===== config.mk =====
export PLATFORM = sky130hd
export DESIGN_NAME = serial_subtractor
export DESIGN_NICKNAME = d
export VERILOG_FILES = /design/src/rtl/serial_subtractor.sv
export SDC_FILE = /design/constraint.sdc
export NUM_CORES = 1
export LEC_CHECK = 0
export CAP_MARGIN = 20
export CORE_ASPECT_RATIO = 1.4
export CORE_MARGIN = 4
export CORE_UTILIZATION = 40
export DETAILED_ROUTE_END_ITERATION = 8
export HOLD_SLACK_MARGIN = 0.1
export PLACE_DENSITY = 0.7
export SLEW_MARGIN = 0
export SYNTH_ARGS = -nofsm -noshare
export SYNTH_HDL_FRONTEND = slang
export SYNTH_SLANG_ARGS = --single-unit

===== constraint.sdc =====
create_clock -name clk -period 2.3 [get_ports clk]
set_clock_uncertainty 0.15 [all_clocks]
set_input_delay 0.69 -clock clk [delete_from_list [all_inputs] [get_ports clk]]
set_output_delay 0.69 -clock clk [all_outputs]
set_load 0.05 [all_outputs]

===== src/rtl/serial_subtractor.sv =====
// serial_subtractor: bit-serial two's-complement subtractor.
// Computes diff = a - b - bin LSB-first through one full-subtractor cell and a
// borrow flip-flop, one bit per clock, behind a start/busy/done handshake.
// Results stay registered until the operation after the next accepted start
// completes.

module serial_subtractor #(
  parameter int WIDTH = 8
) (
  input  logic             clk,
  input  logic             rst_n,
  input  logic             start,
  input  logic [WIDTH-1:0] a,
  input  logic [WIDTH-1:0] b,
  input  logic             bin,
  output logic             busy,
  output logic             done,
  output logic [WIDTH-1:0] diff,
  output logic             bout,
  output logic             ovf
);

  // Bit counter only has to reach WIDTH-1; keep at least one bit.
  localparam int CW = (WIDTH > 1) ? $clog2(WIDTH) : 1;
  localparam logic [CW-1:0] CNT_LAST = CW'(WIDTH - 1);
  localparam logic [CW-1:0] CNT_ONE  = CW'(1);

  typedef enum logic [1:0] {
    IDLE  = 2'd0,
    SHIFT = 2'd1,
    DONE  = 2'd2
  } state_t;

  // Full-subtractor cell: returns {borrow_out, difference_bit}.
  function automatic logic [1:0] fsub(input logic x, input logic y, input logic br);
    logic d;
    logic bo;
    d  = x ^ y ^ br;
    bo = (~x & y) | (~(x ^ y) & br);
    return {bo, d};
  endfunction

  state_t           state_r;
  state_t           state_s;
  logic             busy_r;
  logic             done_r;
  logic [WIDTH-1:0] a_sr_r;
  logic [WIDTH-1:0] b_sr_r;
  logic [WIDTH-1:0] res_r;
  logic             br_r;
  logic [CW-1:0]    cnt_r;
  logic             a_msb_r;
  logic             b_msb_r;
  logic [WIDTH-1:0] diff_r;
  logic             bout_r;
  logic             ovf_r;

  logic [1:0]       cell_s;
  logic             accept_s;
  logic             last_s;

  // Current bit through the subtractor cell, plus handshake decode.
  always_comb begin
    cell_s   = fsub(a_sr_r[0], b_sr_r[0], br_r);
    accept_s = 1'b0;
    last_s   = 1'b0;
    if (state_r == SHIFT) begin
      last_s = (cnt_r == CNT_LAST);
    end else begin
      accept_s = start;
    end
  end

  // Next-state logic: start is honoured only from IDLE or DONE.
  always_comb begin
    state_s = state_r;
    case (state_r)
      IDLE: begin
        if (accept_s) begin
          state_s = SHIFT;
        end else begin
          state_s = IDLE;
        end
      end
      SHIFT: begin
        if (last_s) begin
          state_s = DONE;
        end else begin
          state_s = SHIFT;
        end
      end
      DONE: begin
        if (accept_s) begin
          state_s = SHIFT;
        end else begin
          state_s = IDLE;
        end
      end
      default: begin
        state_s = IDLE;
      end
    endcase
  end

  // State register with registered busy/done flags decoded from the next state.
  always_ff @(posedge clk or negedge rst_n) begin
    if (!rst_n) begin
      state_r <= IDLE;
      busy_r  <= 1'b0;
      done_r  <= 1'b0;
    end else begin
      state_r <= state_s;
      busy_r  <= (state_s == SHIFT);
      done_r  <= (state_s == DONE);
    end
  end

  // Operand capture, serial shifting and result loading.
  always_ff @(posedge clk or negedge rst_n) begin
    if (!rst_n) begin
      a_sr_r  <= {WIDTH{1'b0}};
      b_sr_r  <= {WIDTH{1'b0}};
      res_r   <= {WIDTH{1'b0}};
      br_r    <= 1'b0;
      cnt_r   <= {CW{1'b0}};
      a_msb_r <= 1'b0;
      b_msb_r <= 1'b0;
      diff_r  <= {WIDTH{1'b0}};
      bout_r  <= 1'b0;
      ovf_r   <= 1'b0;
    end else begin
      case (state_r)
        IDLE, DONE: begin
          if (accept_s) begin
            a_sr_r  <= a;
            b_sr_r  <= b;
            br_r    <= bin;
            cnt_r   <= {CW{1'b0}};
            a_msb_r <= a[WIDTH-1];
            b_msb_r <= b[WIDTH-1];
          end
        end
        SHIFT: begin
          a_sr_r <= {1'b0, a_sr_r[WIDTH-1:1]};
          b_sr_r <= {1'b0, b_sr_r[WIDTH-1:1]};
          res_r  <= {cell_s[0], res_r[WIDTH-1:1]};
          br_r   <= cell_s[1];
          if (last_s) begin
            // Final bit: publish the full result; counter holds at WIDTH-1.
            diff_r <= {cell_s[0], res_r[WIDTH-1:1]};
            bout_r <= cell_s[1];
            ovf_r  <= (a_msb_r ^ b_msb_r) & (cell_s[0] ^ a_msb_r);
          end else begin
            cnt_r  <= cnt_r + CNT_ONE;
          end
        end
        default: begin
          br_r <= 1'b0;
        end
      endcase
    end
  end

  assign busy = busy_r;
  assign done = done_r;
  assign diff = diff_r;
  assign bout = bout_r;
  assign ovf  = ovf_r;

endmodule


==> results_dict.tcl, run 1 <==
set metrics [dict create \
    cts_setup_buffers 0 \
    synth_cells 166 \
    hold_viol 0 \
    synth_common_cells "dfrtp_1, nand2_1, mux2_2, nor2_1, a31oi_1" \
    wirelength_um 3050 \
    place.gp.congestion 0.735 \
    synth_edf_count 0 \
    reg2reg_slack_ns 0.56 \
    yosysUniqueCellTypes 21 \
    rsz0062_at_grt "no" \
    clockBufferDepth 2 \
    root_buffer "clkbuf_8" \
    io_pins 32 \
    netlist_top_cells_area "dfrtp_1, mux2_2, nand2_1" \
    fin_setup_tns_ns 0 \
    nNetsFinal 224 \
    yosysWarningCount 0 \
    dp_hpwl_um 2240 \
    cellPowerDensity_nw_per_um2 1440 \
    startpoint_type "primary input" \
    clkTransAtPathRegs_ns 0.08 \
    start_util_pct 42.1 \
    cts_tree "yes" \
    fill_cells 409 \
    grt_pass1_wl_um 5100 \
    p_leak_nw 1.06 \
    antenna_cells 0 \
    synth_top_area_cell "dfrtp_1" \
    rows 28 \
    ys_ff_latch 43 \
    synth_flop_cell "dfrtp_1" \
    synth_area_um2 1820 \
    firstDrtPassIters 2 \
    fmax_mhz 548 \
    fin_crit_ns 1.82 \
    portBuffers 31 \
    die_area_um2 5700 \
    crit_required_ns 2.32 \
    vdd_drop_max_uv 554 \
    cp.arrival_ns 1.85 \
    die_y_um 87.7 \
    drive_above_1_share_pct 22.3 \
    drc_errors 0 \
    setup_viol 0 \
    reg2reg_depth 5 \
    crit_path_max_fanout 6 \
    htree_levels 2 \
    tightest_slew_ns 0.533 \
    status "finished, final reports clean" \
    r2r-start "cnt_r[0]" \
    ant_nets 0 \
    grt_use_total_pct 11.7 \
    ys_seq_area_share_pct 59.3 \
    core_um2 4310 \
    fin_crit_sh_pct 79.3 \
    avgViaCountPerCell 4.68 \
    grt_max_degree 31 \
    grt_pass1_vias 1099 \
    grt-ovfl-total 0 \
    die_width_um 64.9 \
    wl_per_cell_um 11.6 \
    slew_violations 0 \
    cts.sinks 43 \
    r2r-end "cnt_r[0]" \
    async_reset_ff_share_pct 100 \
    syn_area_per_cell_um2 10.9 \
    cts-resized-gates 0 \
    areaGrowthSynthToFinish_pct 23.9 \
    numCtsBuffers 5 \
    critPathKind "primary input to flop" \
    vias 1227 \
    hold_path_class "primary input to async pin" \
    cts_hold_buf 0 \
    synth_top_area_share_pct 59.3 \
    cp-end-kind "flop" \
    cap_viol_max_count 0 \
    clock_latency_ns 0.29 \
    fin_util_pct 52.2 \
    relSlewSlack_pct 64.4 \
    drt_iter0_markers 45 \
    syn_nets 189 \
    antenna_found_initial 0 \
]
==> worst max-delay path by stage <==
stage              from         to  slack (ns)  cells after the start
2_1_floorplan  cnt_r[0]   cnt_r[0]        0.64                      5
4_1_cts           start  a_sr_r[3]        0.46                      6
6_report          start   cnt_r[0]        0.48                      5
3_5_place_dp      start  a_sr_r[3]        0.16                      6
5_1_grt           start  a_sr_r[3]        0.41                      6
3_3_place_gp      start   cnt_r[0]        0.19                      5
==> critical path: stages <==
cell and delay (ns):
clkdlybuf4s50_1 0.52, nor2b_1 0.15, buf_4 0.17, nor2_2 0.06
mux2_2 0.26
==> cell families after synthesis <==
kind of cell / after synthesis / synth area share [%]
AOI/OAI and AO/OA: 20 / 6.48
muxes: 17 / 10.5
DFF: 43 / 59.3
buffers and inverters: 15 / 4.48
and+or+nand+nor: 68 / 16.8
adders and majority gates: 3 / 2.48
==> cells in the final DEF, fill, tap and decap left out <==
master,instances
nand2_1,43
dfrtp_1,43
clkdlybuf4s50_1,18
buf_4,17
mux2_2,16
nor2_1,15
a31oi_1,14
inv_1,6
o21ai_0,5
clkbuf_8,5
nor2b_1,2
nand2b_1,2
nand3_1,2
ha_1,2
nor3b_4,1
nor2_2,1
nand3b_4,1
mux2i_1,1
nor3b_1,1
a21oi_1,1
fa_1,1
clkinvlp_4,1
clkbuf_1,1
clkinv_2,1
buf_2,1
buf_12,1
==> sequential cells by signal, indices dropped and copies added (netlist names) <==
name and flops:
b_msb_r 1, b_sr_r 8, ovf 1, cnt_r 3, diff 8, done 1
a_sr_r 8, bout 1, a_msb_r 1, state_r 2, res_r 7, br_r 1
busy 1
==> final cells by class <==
| cell class | count | area (µm²) | area share [%] |
|---|---|---|---|
| Clock buffer | 6 | 72.6 | 3.23 |
| Clock inverter | 2 | 12.5 | 0.556 |
| Inverter | 6 | 22.5 | 1.00 |
| Multi-Input combinational cell | 108 | 658 | 29.3 |
| Sequential cell | 43 | 1080 | 47.8 |
| Tap cell | 60 | 75.1 | 3.34 |
| Timing Repair Buffer | 37 | 333 | 14.8 |
==> per-layer routing <==
layer	vias up	share of wire, %	track usage, %
met5	-	0	0
met4	0	1.6	4.62
met3	5	4.7	3.47
met2	25	50	19.6
met1	586	44	14.0
li1	611	-	-
==> through the flow <==
| stage | hold slack (ns) | setup WS [ns] | area [µm²] | cells | power (mW) |
|---|---|---|---|---|---|
| after floorplan | 0.244 | 0.642 | 1820 | 166 | 2.44 |
| after global placement | 0.325 | 0.185 | 2160 | 254 | 2.78 |
| after detailed placement | 0.326 | 0.159 | 2160 | 254 | 2.83 |
| after CTS | 0.227 | 0.465 | 2250 | 262 | 3.29 |
| after global routing | 0.261 | 0.413 | 2250 | 262 | 3.49 |
| final | 0.221 | 0.476 | 2250 | 262 | 3.24 |
==> power by group <==
| part | switching, mW | internal (mW) | leakage [nW] | total [mW] |
|---|---|---|---|---|
| clock | 0.246 | 0.212 | 0.0412 | 0.458 |
| combinational | 0.843 | 0.618 | 0.507 | 1.46 |
| sequential | 0.201 | 1.12 | 0.516 | 1.32 |
| total | 1.29 | 1.95 | 1.06 | 3.24 |
No activity file was read; power rests on OpenSTA's default activity.
==> inputs of run 2 (changes only) <==
- clock period: 2.3 -> 1.7 ns (I/O delays scaled with it)
==> run 2 against run 1 <==
Worst hold slack gained 0.14 ns. Final area is 12% higher. Sequential cell count is the same. Global-route usage up 0.84 points. Register-to-register slack worse by 0.48 ns. Total power is 62% higher. Critical path type is now flop to flop.
==> results_dict.tcl, run 2 (synthesis gave the netlist of run 1 again) <==
set metrics [dict create \
    portBuffers 31 \
    die_area_um2 5700 \
    fill_cells 377 \
    grt-ovfl-total 0 \
    r2r-end "ovf" \
    htree_levels 2 \
    io_pins 32 \
    start_util_pct 42.1 \
    crit_start "a_sr_r[0]" \
    wl_per_cell_um 12.1 \
    ant_nets 0 \
    vias 1263 \
    rsz0062_at_grt "yes" \
    dp_hpwl_um 2190 \
    hold_depth 1 \
    setup_viol 0 \
    grt_use_total_pct 12.5 \
    root_buffer "clkbuf_8" \
    grt_max_degree 31 \
    antenna_cells 0 \
    fin_crit_ns 1.62 \
    fmax_mhz 617 \
    antenna_found_initial 0 \
    r2r-start "a_sr_r[0]" \
    nNetsFinal 229 \
    placed_area_um2 2350 \
    place.gp.congestion 0.740 \
    slowest_delay_ns 0.62 \
    status "finished, final reports clean" \
    endpoint "ovf" \
    clkTransAtPathRegs_ns 0.09 \
    hold_path_class "flop to flop" \
    critPathKind "flop to flop" \
    startpoint_type "flop" \
    grt_pass1_wl_um 5580 \
    tightest_slew_ns 0.345 \
    crit_required_ns 1.77 \
    cp_cell_sequence "fa_2 > nor2b_1 > a21oi_1 > o21ai_0" \
    drive_above_1_share_pct 25.6 \
    die_width_um 64.9 \
    p_leak_nw 1.16 \
    crit_path_max_fanout 4 \
    wirelength_um 3240 \
    vdd_drop_max_uv 867 \
    reg2reg_slack_ns 0.08 \
    grt_pass1_vias 1299 \
    drc_errors 0 \
    cp.arrival_ns 1.70 \
    timing.hold.ws_ns 0.360 \
    relSlewSlack_pct 77.0 \
    core_um2 4310 \
    die_y_um 87.7 \
    mostFrequentLayoutCells "nand2_1, dfrtp_1, clkdlybuf4s50_1" \
    cts.sinks 43 \
    clockBufferDepth 2 \
    avgViaCountPerCell 4.73 \
    stdcell_area_um2 2520 \
    fin_crit_sh_pct 95.4 \
    firstDrtPassIters 4 \
    reg2reg_depth 4 \
    cts_tree "yes" \
    cp-end-kind "flop" \
    drt_iter0_markers 38 \
    rows 28 \
    areaGrowthSynthToFinish_pct 38.7 \
    cellPowerDensity_nw_per_um2 2080 \
    clock_latency_ns 0.30 \
    slew_violations 0 \
    hold_viol 0 \
    numCtsBuffers 5 \
    cap_viol_max_count 0 \
    crit_slowest_cell "fa_2" \
]
run 2: how the worst min path moves through the flow:
stage                    from   endpoint  slack, ns
finish               res_r[1]   res_r[1]       0.36
global route         res_r[1]   res_r[1]       0.38
CTS                 b_sr_r[7]  b_sr_r[7]       0.36
detailed placement      rst_n  b_sr_r[4]       0.28
global placement        rst_n  b_sr_r[3]       0.28
floorplan               rst_n    a_msb_r       0.06
run 2: critical path: cells and delay by family (launching register included):
kind	cells	cell delay, ns
and+or+nand+nor	1	0.16
DFF	1	0.41
adders and majority gates	1	0.62
AOI/OAI and AO/OA	2	0.21
run 2: final cells by class:
type / instances / area, µm² / share of cell area, %
Inverter: 6 / 22.5 / 0.895
Tap cell: 60 / 75.1 / 2.98
Timing Repair Buffer: 42 / 539 / 21.4
Multi-Input combinational cell: 108 / 668 / 26.5
Sequential cell: 43 / 1080 / 42.7
Clock inverter: 3 / 67.6 / 2.68
Clock buffer: 5 / 68.8 / 2.73
run 2: stage by stage:
step	setup WS (ns)	cells	utilization [%]	power, mW	setup TNS (ns)
detailed placement	-0.218	257	54.5	4.26	-3.45
global placement	-0.214	257	54.5	4.19	-3.20
floorplan	0.0425	166	-	3.30	0
finish	0.0789	267	58.4	5.23	0
global route	-0.0556	267	58.4	5.59	-0.0556
CTS	0.0608	267	58.1	5.23	0
run 2: routing by layer:
metal / global-route usage (%) / up-vias / share of wire (%)
li1: - / 627 / -
met1: 13.9 / 600 / 41
met2: 22.9 / 32 / 52
met3: 3.21 / 4 / 5.3
met4: 4.62 / 0 / 1.3
met5: 0 / - / 0
run 2: power by group:
part	internal (mW)	total [mW]	switching, mW
registers	1.51	1.86	0.352
logic	1.23	2.43	1.20
clock network	0.586	0.939	0.353
total	3.33	5.23	1.90
run 2: repair_timing:
item	4_1_cts	5_1_grt
gates resized for setup	0	4
buffers inserted	1	0
pin swaps	1	1
hold buffers	1	0
setup endpoints to repair	1	6
hold endpoints to repair	13	0
